## src/rtl/cpu_pkg.sv

```systemverilog
// Shared definitions for the control sequencer and datapath: IR field positions,
// opcodes, alu_op bit order and the sequencer state encoding.
package cpu_pkg;

  localparam int OP_HI = 31;
  localparam int OP_LO = 27;
  localparam int RA_HI = 26;
  localparam int RA_LO = 23;
  localparam int RB_HI = 22;
  localparam int RB_LO = 19;
  localparam int RC_HI = 18;
  localparam int RC_LO = 15;
  localparam int REG_SEL_W = 4;

  localparam int ALU_W    = 13;
  localparam int ALU_ADD  = 0;
  localparam int ALU_SUB  = 1;
  localparam int ALU_AND  = 2;
  localparam int ALU_OR   = 3;
  localparam int ALU_SHR  = 4;
  localparam int ALU_SHRA = 5;
  localparam int ALU_SHL  = 6;
  localparam int ALU_ROR  = 7;
  localparam int ALU_ROL  = 8;
  localparam int ALU_MUL  = 9;
  localparam int ALU_DIV  = 10;
  localparam int ALU_NEG  = 11;
  localparam int ALU_NOT  = 12;

  localparam logic [4:0] OPC_ADD  = 5'b00011;
  localparam logic [4:0] OPC_SUB  = 5'b00100;
  localparam logic [4:0] OPC_AND  = 5'b00101;
  localparam logic [4:0] OPC_OR   = 5'b00110;
  localparam logic [4:0] OPC_ROR  = 5'b00111;
  localparam logic [4:0] OPC_ROL  = 5'b01000;
  localparam logic [4:0] OPC_SHR  = 5'b01001;
  localparam logic [4:0] OPC_SHRA = 5'b01010;
  localparam logic [4:0] OPC_SHL  = 5'b01011;
  localparam logic [4:0] OPC_MUL  = 5'b01111;
  localparam logic [4:0] OPC_DIV  = 5'b10000;
  localparam logic [4:0] OPC_NEG  = 5'b10001;
  localparam logic [4:0] OPC_NOT  = 5'b10010;

  typedef enum logic [3:0] {
    ST_RST, ST_T0, ST_T1, ST_T2, ST_T3, ST_T4, ST_T5, ST_T6, ST_HALT
  } state_t;

  typedef struct packed {
    logic             vld;
    logic             unary;
    logic             mul_div;
    logic [ALU_W-1:0] alu_mask;
  } op_info_t;

  function automatic op_info_t decode_op(input logic [4:0] opc);
    op_info_t info;
    info = '{vld: 1'b1, unary: 1'b0, mul_div: 1'b0, alu_mask: '0};
    case (opc)
      OPC_ADD:  info.alu_mask[ALU_ADD]  = 1'b1;
      OPC_SUB:  info.alu_mask[ALU_SUB]  = 1'b1;
      OPC_AND:  info.alu_mask[ALU_AND]  = 1'b1;
      OPC_OR:   info.alu_mask[ALU_OR]   = 1'b1;
      OPC_ROR:  info.alu_mask[ALU_ROR]  = 1'b1;
      OPC_ROL:  info.alu_mask[ALU_ROL]  = 1'b1;
      OPC_SHR:  info.alu_mask[ALU_SHR]  = 1'b1;
      OPC_SHRA: info.alu_mask[ALU_SHRA] = 1'b1;
      OPC_SHL:  info.alu_mask[ALU_SHL]  = 1'b1;
      OPC_MUL: begin info.alu_mask[ALU_MUL] = 1'b1; info.mul_div = 1'b1; end
      OPC_DIV: begin info.alu_mask[ALU_DIV] = 1'b1; info.mul_div = 1'b1; end
      OPC_NEG: begin info.alu_mask[ALU_NEG] = 1'b1; info.unary = 1'b1; end
      OPC_NOT: begin info.alu_mask[ALU_NOT] = 1'b1; info.unary = 1'b1; end
      default: info.vld = 1'b0;
    endcase
    return info;
  endfunction

endpackage

```

## src/rtl/reg_decoder.sv

```systemverilog
// Binary register select to one-hot enable vector; all zeros when disabled
// or when the select addresses a register that does not exist.
module reg_decoder #(
  parameter int NUM_REGS = 16,
  parameter int SEL_W    = 4
) (
  input  logic                en,
  input  logic [SEL_W-1:0]    sel,
  output logic [NUM_REGS-1:0] onehot
);

  always_comb begin
    onehot = '0;
    for (int i = 0; i < NUM_REGS; i++) begin
      onehot[i] = en && (sel == SEL_W'(i));
    end
  end

endmodule

```

## src/rtl/control_unit.sv

```systemverilog
// Hardwired fetch/decode/execute sequencer for R-format ALU instructions.
// Strobes are a Moore decode of the state register and the IR fields.
module control_unit
  import cpu_pkg::*;
#(
  parameter int NUM_REGS = 16,
  parameter int CNT_W    = 32
) (
  input  logic                clk,
  input  logic                reset,
  input  logic [31:0]         IR,
  input  logic                stop,
  output logic [NUM_REGS-1:0] Rin,
  output logic [NUM_REGS-1:0] Rout,
  output logic                PCout,
  output logic                PCin,
  output logic                IncPC,
  output logic                MARin,
  output logic                Read,
  output logic                MDRin,
  output logic                MDRout,
  output logic                IRin,
  output logic                Yin,
  output logic                Zin,
  output logic                Zlowout,
  output logic                Zhighout,
  output logic                HIin,
  output logic                LOin,
  output logic [ALU_W-1:0]    alu_op,
  output logic                run,
  output logic                illegal,
  output logic [CNT_W-1:0]    instr_count
);

  state_t               state;
  op_info_t             info;
  logic [REG_SEL_W-1:0] ra, rb, rc;
  logic [REG_SEL_W-1:0] rout_sel;
  logic                 rin_en, rout_en;
  logic                 unused_ir;

  assign ra        = IR[RA_HI:RA_LO];
  assign rb        = IR[RB_HI:RB_LO];
  assign rc        = IR[RC_HI:RC_LO];
  assign info      = decode_op(IR[OP_HI:OP_LO]);
  assign unused_ir = ^IR[RC_LO-1:0];
  assign run       = (state != ST_HALT);

  always_ff @(posedge clk) begin
    if (reset) begin
      state       <= ST_RST;
      illegal     <= 1'b0;
      instr_count <= '0;
    end else begin
      case (state)
        ST_RST: state <= ST_T0;
        ST_T0:  state <= ST_T1;
        ST_T1:  state <= ST_T2;
        ST_T2:  state <= ST_T3;
        ST_T3: begin
          if (!info.vld) begin
            illegal <= 1'b1;
            state   <= ST_HALT;
          end else begin
            state <= ST_T4;
          end
        end
        ST_T4: state <= ST_T5;
        ST_T5: begin
          if (info.mul_div) begin
            state <= ST_T6;
          end else begin
            instr_count <= instr_count + CNT_W'(1);
            state       <= stop ? ST_HALT : ST_T0;
          end
        end
        ST_T6: begin
          instr_count <= instr_count + CNT_W'(1);
          state       <= stop ? ST_HALT : ST_T0;
        end
        default: state <= ST_HALT;
      endcase
    end
  end

  always_comb begin
    PCout    = 1'b0;
    PCin     = 1'b0;
    IncPC    = 1'b0;
    MARin    = 1'b0;
    Read     = 1'b0;
    MDRin    = 1'b0;
    MDRout   = 1'b0;
    IRin     = 1'b0;
    Yin      = 1'b0;
    Zin      = 1'b0;
    Zlowout  = 1'b0;
    Zhighout = 1'b0;
    HIin     = 1'b0;
    LOin     = 1'b0;
    alu_op   = '0;
    rin_en   = 1'b0;
    rout_en  = 1'b0;
    rout_sel = rb;
    case (state)
      ST_T0: begin
        PCout = 1'b1;
        MARin = 1'b1;
        IncPC = 1'b1;
        PCin  = 1'b1;
      end
      ST_T1: begin
        Read  = 1'b1;
        MDRin = 1'b1;
      end
      ST_T2: begin
        MDRout = 1'b1;
        IRin   = 1'b1;
      end
      ST_T3: begin
        // Unary ops take their operand in T4, so T3 is idle for them.
        if (info.vld && !info.unary) begin
          rout_en = 1'b1;
          Yin     = 1'b1;
        end
      end
      ST_T4: begin
        if (info.vld) begin
          rout_en  = 1'b1;
          rout_sel = info.unary ? rb : rc;
          alu_op   = info.alu_mask;
          Zin      = 1'b1;
        end
      end
      ST_T5: begin
        Zlowout = 1'b1;
        LOin    = info.mul_div;
        rin_en  = !info.mul_div;
      end
      ST_T6: begin
        Zhighout = 1'b1;
        HIin     = 1'b1;
      end
      default: ;
    endcase
  end

  reg_decoder #(.NUM_REGS(NUM_REGS), .SEL_W(REG_SEL_W)) u_rin_dec (
    .en     (rin_en),
    .sel    (ra),
    .onehot (Rin)
  );

  reg_decoder #(.NUM_REGS(NUM_REGS), .SEL_W(REG_SEL_W)) u_rout_dec (
    .en     (rout_en),
    .sel    (rout_sel),
    .onehot (Rout)
  );

endmodule

```

## config.mk

```make
export PLATFORM = sky130hd
export DESIGN_NAME = control_unit
export DESIGN_NICKNAME = d
export VERILOG_FILES = /design/src/rtl/cpu_pkg.sv /design/src/rtl/reg_decoder.sv /design/src/rtl/control_unit.sv
export SDC_FILE = /design/constraint.sdc
export NUM_CORES = 1
export LEC_CHECK = 0
export BUFFER_PORTS_ARGS = -buffer_cell sky130_fd_sc_hd__buf_2
export CORE_ASPECT_RATIO = 0.5
export CORE_MARGIN = 3
export CORE_UTILIZATION = 50
export DETAILED_ROUTE_END_ITERATION = 7
export GPL_TIMING_DRIVEN = 0
export HOLD_SLACK_MARGIN = 0.02
export PLACE_DENSITY = 0.86
export SYNTH_ARGS = -nofsm -noshare
export SYNTH_HDL_FRONTEND = slang
export SYNTH_SLANG_ARGS = --single-unit
export TNS_END_PERCENT = 10
```

## constraint.sdc

```tcl
create_clock -name clk -period 4.04 [get_ports clk]
set_input_delay 0.404 -clock clk [delete_from_list [all_inputs] [get_ports clk]]
set_output_delay 0.404 -clock clk [all_outputs]
set_load 0.01 [all_outputs]
```

==> results of run 1 <==
==> report_power, final <==
group,internal (mW),switching (mW)
combinational,0.0403,0.0619
clock,0.135,0.124
sequential,0.367,0.00224
total,0.542,0.188
==> per-layer routing <==
metal | global-route usage [%] | vias up | routed length [µm]
met4 | 6.83 | 0 | 61
met3 | 3.50 | 7 | 441
met2 | 37.5 | 92 | 3180
met1 | 29.4 | 1348 | 3270
li1 | - | 1467 | -
met5 | 0 | - | 0
==> registers in the layout, summed over array words and instances (netlist names) <==
register / count
instr_count: 32
state: 4
illegal: 1
==> path summary, 6_finish.rpt <==
path	from	end	slack, ns	cells after the start
worst max-delay path	IR[30]	Rout[1]	1.22	9
worst min-delay path	illegal	illegal	0.47	2
worst max register to register	instr_count[1]	instr_count[28]	2.06	6
worst min register to register	illegal	illegal	0.47	2
==> worst register-to-register path: stages (launching register included) <==
cell	delay, ns
dfxtp_1	0.42
ha_1	0.31
and2_1	0.18
nand4_1	0.28
nor4_1	0.45
xnor2_1	0.17
nor2_1	0.05
==> cell usage in the layout (no fill, tap or decap), types with 8 or more instances in the layout <==
master,count
buf_2,115
nor2_1,55
dfxtp_1,37
a21oi_1,30
xnor2_1,22
nand2_1,19
nor3_1,16
nand3_1,12
buf_4,10
inv_1,10
nand4_1,10
o21ai_0,9
or3_1,8
nor4_1,8
==> per-stage QoR <==
stage / utilization, % / power [mW]
floorplan: - / 0.446
global placement: 65.2 / 0.477
detailed placement: 65.2 / 0.479
CTS: 66.9 / 0.732
global route: 66.9 / 0.761
finish: 66.9 / 0.730
==> final cells by class <==
cell class | instances | share of cell area, %
multi-input cells | 272 | 50.7
flip-flops and latches | 37 | 22.0
repair buffers | 109 | 16.2
plain buffers | 25 | 4.80
well taps | 70 | 2.61
clock buffers | 7 | 2.57
inverters | 10 | 1.12
==> kinds of logic after synthesis <==
kind of cell             count (synthesis)  share of synthesized area [%]
flip-flops                              37                           28.0
adder cells (fa/ha/maj)                  1                          0.473
buffers and inverters                   35                           7.53
AO/OA/AOI/OAI                           62                           16.1
XOR/XNOR                                24                           7.95
multiplexers                             4                           1.56
AND/OR/NAND/NOR                        181                           38.4
==> metrics.md, run 1 <==
| Metric | Value |
|---|---|
| N_diodes | 0 |
| CTS tree | built |
| Crit path buffers/inverters | 4 |
| Io pins | 128 |
| Initial DRC Count | 216 |
| Synth warnings | 0 |
| Sequential Area | 741 µm² |
| Std-Cell Rows | 18 |
| CP most frequent cell | buf_2 |
| WP data arrival | 2.42 ns |
| Nets | 496 |
| Pleak | 1.45 nW |
| HP Class | reg2reg |
| Transition time of the tightest slew-check pin | 0.735 ns |
| # H-tree levels | 2 |
| Synth top area share | 28.0% |
| Layout Cells excl Fill | 530 |
| Critical Path Fanout Max | 10 |
| Die W | 109 µm |
| Clk sink count | 37 |
| # port buffers | 109 |
| DP HPWL | 5220 µm |
| Skew final | 0.00933 ns |
| Most numerous cell in the Yosys netlist | nor2_1 |
| Core ar. | 5020 µm² |
| First-pass GRT wire length | 11400 µm |
| Vias/cell | 5.50 |
| Root buf cell | clkbuf_8 |
| Critical path cell sequence | buf_2 -> buf_2 -> or3b_1 -> o21ai_1 -> buf_4 -> mux2i_1 -> nand3_1 -> a21oi_1 -> buf_2 |
| Max Root-Sink Buffers | 2 |
| Post-CTS Setup Bufs | 0 |
| Kind of start point of the critical path | input pin |
| Starting Density | 52.6% |
| Total CTS buffers | 5 |
| Final WL | 6950 µm |
| Drt pass-1 iters | 5 |
| CP max-delay cell | or3b_1 |
| Register bit total from synthesis | 37 |
| Setup Slack @ Placement | 1.26 ns |
| Routed WL per cell | 13.1 µm |
| Largest cells by area after synthesis | dfxtp_1 28%, nor2_1 7.8%, xnor2_1 7.3% |
| Area of the multi-input gates | 1700 µm² |
| Share of layout cells above drive strength 1 | 32.2% |
| Post-layout instance area | 3360 µm² |
| Fin worst setup slack | 1.22 ns |
| Clock Pin Slew Worst Setup and Hold Paths | 0.07 ns |
| Skew-Pair Late Insertion Delay | 0.29 ns |
| Hold buffers post-CTS | 0 |
| Worst rel slew slack | 50.3% |
| CP peak stage delay | 0.45 ns |
| Number of global-route vias before repair | 2595 |
| Final antenna-violating net count | 0 |
| Chip height | 57.4 µm |
| Sequential fraction of the synthesis area | 28.0% |
| Synth top cells by count | 55 x nor2_1, 37 x dfxtp_1, 30 x a21oi_1 |
| FMAX | 354 MHz |
| Worst setup EP type | output pin |
| Max-slew violations | 0 |
| PD cells | 217 nW/µm² |
| Asr flop ratio synth | 0% |
| Outcome | completed |
| RSZ-0062 raised after global routing | no |
| Setup violations, final | 0 |
| Placed inst area | 3280 µm² |
| WP data required | 3.64 ns |
| Initial antenna violation count | 0 |
| Fillcell total | 442 |
| GR Util All Layers | 22.2% |
| Gr ovfl total | 0 |
| Setup TNS | 0 ns |
| Mapped Cells | 344 |
| Cells after DPL | 523 |
| Max cap viols | 0 |
| Routability cong. | 0.816 |
| DRC Markers | 0 |
| Worst IR Drop VDD | 0.000223 V |
| CP top delay family | buffers and inverters |
| Min Hold Slack | 0.467 ns |
| Die area | 6250 µm² |
| Crit Path Class | in2out |
| Final period util | 69.9% |
| Netlist Area Pre-Place | 2640 µm² |
| Distinct cells, synth | 58 |
| Minimum clock period | 2.82 ns |
| Cts repair resizes | 0 |
| Synth-to-Final Area Change | 27.2% |
| Largest net degree at the start of global routing | 11 |
| Post-Synthesis Mean Instance Area | 7.68 µm² |
| Top_reg_cell synth | dfxtp_1 |
| Number of flops mapped to enable cells by yosys | 0 |
| Post-synth top area cell | dfxtp_1 |
| Syn nets | 380 |
| Via count | 2914 |
| Endpoints failing hold | 0 |
Note: power is estimated with default switching activity, not from simulation.
==> run 2, diff against run 1 <==
- CORE_UTILIZATION: 50 -> 42
- PLACE_DENSITY: 0.86 -> 0.77
- clock period: 4.04 -> 2.4 ns (I/O delays scaled with it)
==> metrics.md, run 2 (synthesis results as in run 1) <==
| Metric | Value |
|---|---|
| Outcome | completed (unchanged) |
| Std-Cell Rows | 19 (was 18) |
| DP HPWL | 5540 µm (was 5220 µm) |
| Core ar. | 5780 µm² (was 5020 µm²) |
| First-pass GRT wire length | 11600 µm (was 11400 µm) |
| Reg2Reg Setup Slack | 0.38 ns (was 2.06 ns) |
| N_diodes | 0 (unchanged) |
| Largest net degree at the start of global routing | 12 (was 11) |
| Power, Total | 1.58 mW (was 0.730 mW) |
| Layout Cells excl Fill | 549 (was 530) |
| CP max-delay cell | dfxtp_1 (was or3b_1) |
| FMAX | 423 MHz |
| Largest registers | instr_count: 32 flops, state: 4 flops, illegal: 1 flops (unchanged) |
| Chip height | 62.1 µm (was 57.4 µm) |
| Kind of start point of the critical path | flip-flop (was input pin) |
| Max FFs per register | 32 (unchanged) |
| Starting Density | 45.7% (was 52.6%) |
| RSZ-0062 raised after global routing | yes (was no) |
| Critical Path Fanout Max | 10 (unchanged) |
| Drt pass-1 iters | 4 (was 5) |
| Clk sink count | 37 (unchanged) |
| Skew-Pair Late Insertion Delay | 0.28 ns (was 0.29 ns) |
| Die W | 118 µm (was 109 µm) |
| Setup violations, final | 0 (unchanged) |
| Critical path cell sequence | buf_6 -> and4bb_2 -> o21ai_4 -> buf_8 -> mux2i_4 -> nand3_2 -> a21oi_1 -> buf_2 (was buf_2 -> buf_2 -> or3b_1 -> o21ai_1 -> buf_4 -> mux2i_1 -> nand3_1 -> a21oi_1 -> buf_2) |
| Final period util | 98.6% |
| Final core occ | 63.2% (was 66.9%) |
| CP peak stage delay | 0.37 ns (was 0.45 ns) |
| Setup TNS | 0 ns (unchanged) |
| Commonest cells after routing, fill and taps aside | 115 x buf_2, 55 x nor2_1, 35 x dfxtp_1, 26 x a21oi_1, 22 x xnor2_1 (was 115 x buf_2, 55 x nor2_1, 37 x dfxtp_1, 30 x a21oi_1, 22 x xnor2_1) |
| PD cells | 432 nW/µm² (was 217 nW/µm²) |
| WP data arrival | 2.13 ns (was 2.42 ns) |
| Synth-to-Final Area Change | 38.1% (was 27.2%) |
| Hold Crit Depth | 4 (was 2) |
| Worst IR Drop VDD | 0.000382 V (was 0.000223 V) |
| Biggest register | instr_count (unchanged) |
| Initial DRC Count | 219 (was 216) |
| Final antenna-violating net count | 0 (unchanged) |
| Max cap viols | 0 (unchanged) |
| Placed inst area | 3290 µm² (was 3280 µm²) |
| HP Class | in2reg (was reg2reg) |
| Skew final | 0.00377 ns (was 0.00933 ns) |
| Routed WL per cell | 13.9 µm (was 13.1 µm) |
| Via count | 2960 (was 2914) |
| Cells after DPL | 537 (was 523) |
| Crit Path Class | reg2out (was in2out) |
| # H-tree levels | 2 (unchanged) |
| Share of layout cells above drive strength 1 | 37.2% (was 32.2%) |
| Worst setup EP type | output pin (unchanged) |
| Fin worst setup slack | 0.0344 ns (was 1.22 ns) |
| # port buffers | 109 (unchanged) |
| Total CTS buffers | 5 (unchanged) |
| Hold buffers post-CTS | 0 (unchanged) |
| WP data required | 2.16 ns (was 3.64 ns) |
| Gr ovfl total | 0 (unchanged) |
| Final WL | 7660 µm (was 6950 µm) |
| CTS tree | built (unchanged) |
| Pleak | 1.53 nW (was 1.45 nW) |
| Min Hold Slack | 0.364 ns (was 0.467 ns) |
| Minimum clock period | 2.37 ns |
| Worst rel slew slack | 47.6% (was 50.3%) |
| Routability cong. | 0.789 (was 0.816) |
| Vias/cell | 5.39 (was 5.50) |
| Transition time of the tightest slew-check pin | 0.781 ns (was 0.735 ns) |
| Initial antenna violation count | 0 (unchanged) |
| DRC Markers | 0 (unchanged) |
| GR Util All Layers | 19.1% (was 22.2%) |
| Nets | 500 (was 496) |
| Io pins | 128 (unchanged) |
| Most common cell after layout, fill and taps aside | buf_2 (unchanged) |
| Clock Pin Slew Worst Setup and Hold Paths | 0.05 ns (was 0.07 ns) |
| Number of global-route vias before repair | 2479 (was 2595) |
| Post-layout instance area | 3650 µm² (was 3360 µm²) |
| Die area | 7340 µm² (was 6250 µm²) |
| Setup Slack @ Placement | -0.0965 ns (was 1.26 ns) |
| Endpoints failing hold | 0 (unchanged) |
| Max-slew violations | 0 (unchanged) |
| Max Root-Sink Buffers | 2 (unchanged) |
| Worst reg2reg path depth | 6 (unchanged) |
| Root buf cell | clkbuf_16 (was clkbuf_8) |
## run 2: cell count changes in the layout (fill, tap and decap cells not counted), sizes merged
cell,previous run,this run
buf,128,133
bufinv,0,1
clkbuf,13,12
## run 2: routing by layer
layer,GRT usage (%),share of wire (%)
met4,6.83,1.1
met2,31.8,47
met3,3.35,5.2
met1,25.9,47
met5,0,0
## run 2: where the power goes
group | internal, mW | leakage, nW | switching (mW)
sequential | 0.618 | 0.299 | 0.00584
clock | 0.519 | 0.0841 | 0.242
combinational | 0.0774 | 1.14 | 0.115
total | 1.21 | 1.53 | 0.363
## run 2: final cells by class
type                       instances  area, µm²
inverter                          10       37.5
clock inverter                     1       30.0
tap                               84        105
sequential                        37        746
timing repair buffer             113        576
multi-input combinational        272       1830
fill                             554       2130
buffer                            25        180
clock buffer                       7        143
## run 2: critical path, delay by kind of cell, from the launching register on
family	cells	cell delay (ns)
muxes	1	0.26
and+or+nand+nor	2	0.42
buffers and inverters	3	0.50
DFF	1	0.37
AOI/OAI and AO/OA	2	0.29
## run 2: path summary, 6_finish.rpt
kind / from / end
worst min register to register: illegal / illegal
worst min-delay path: stop / state[0]
worst max-delay path: state[1] / Rout[1]
worst max register to register: instr_count[0] / instr_count[14]
## run 2: repair_timing
| item | 4_1_cts | 5_1_grt |
|---|---|---|
| resized for setup | 6 | 28 |
| setup endpoints to repair | 16 | 21 |
| setup buffers | 1 | 3 |
| pin swaps | 1 | 2 |
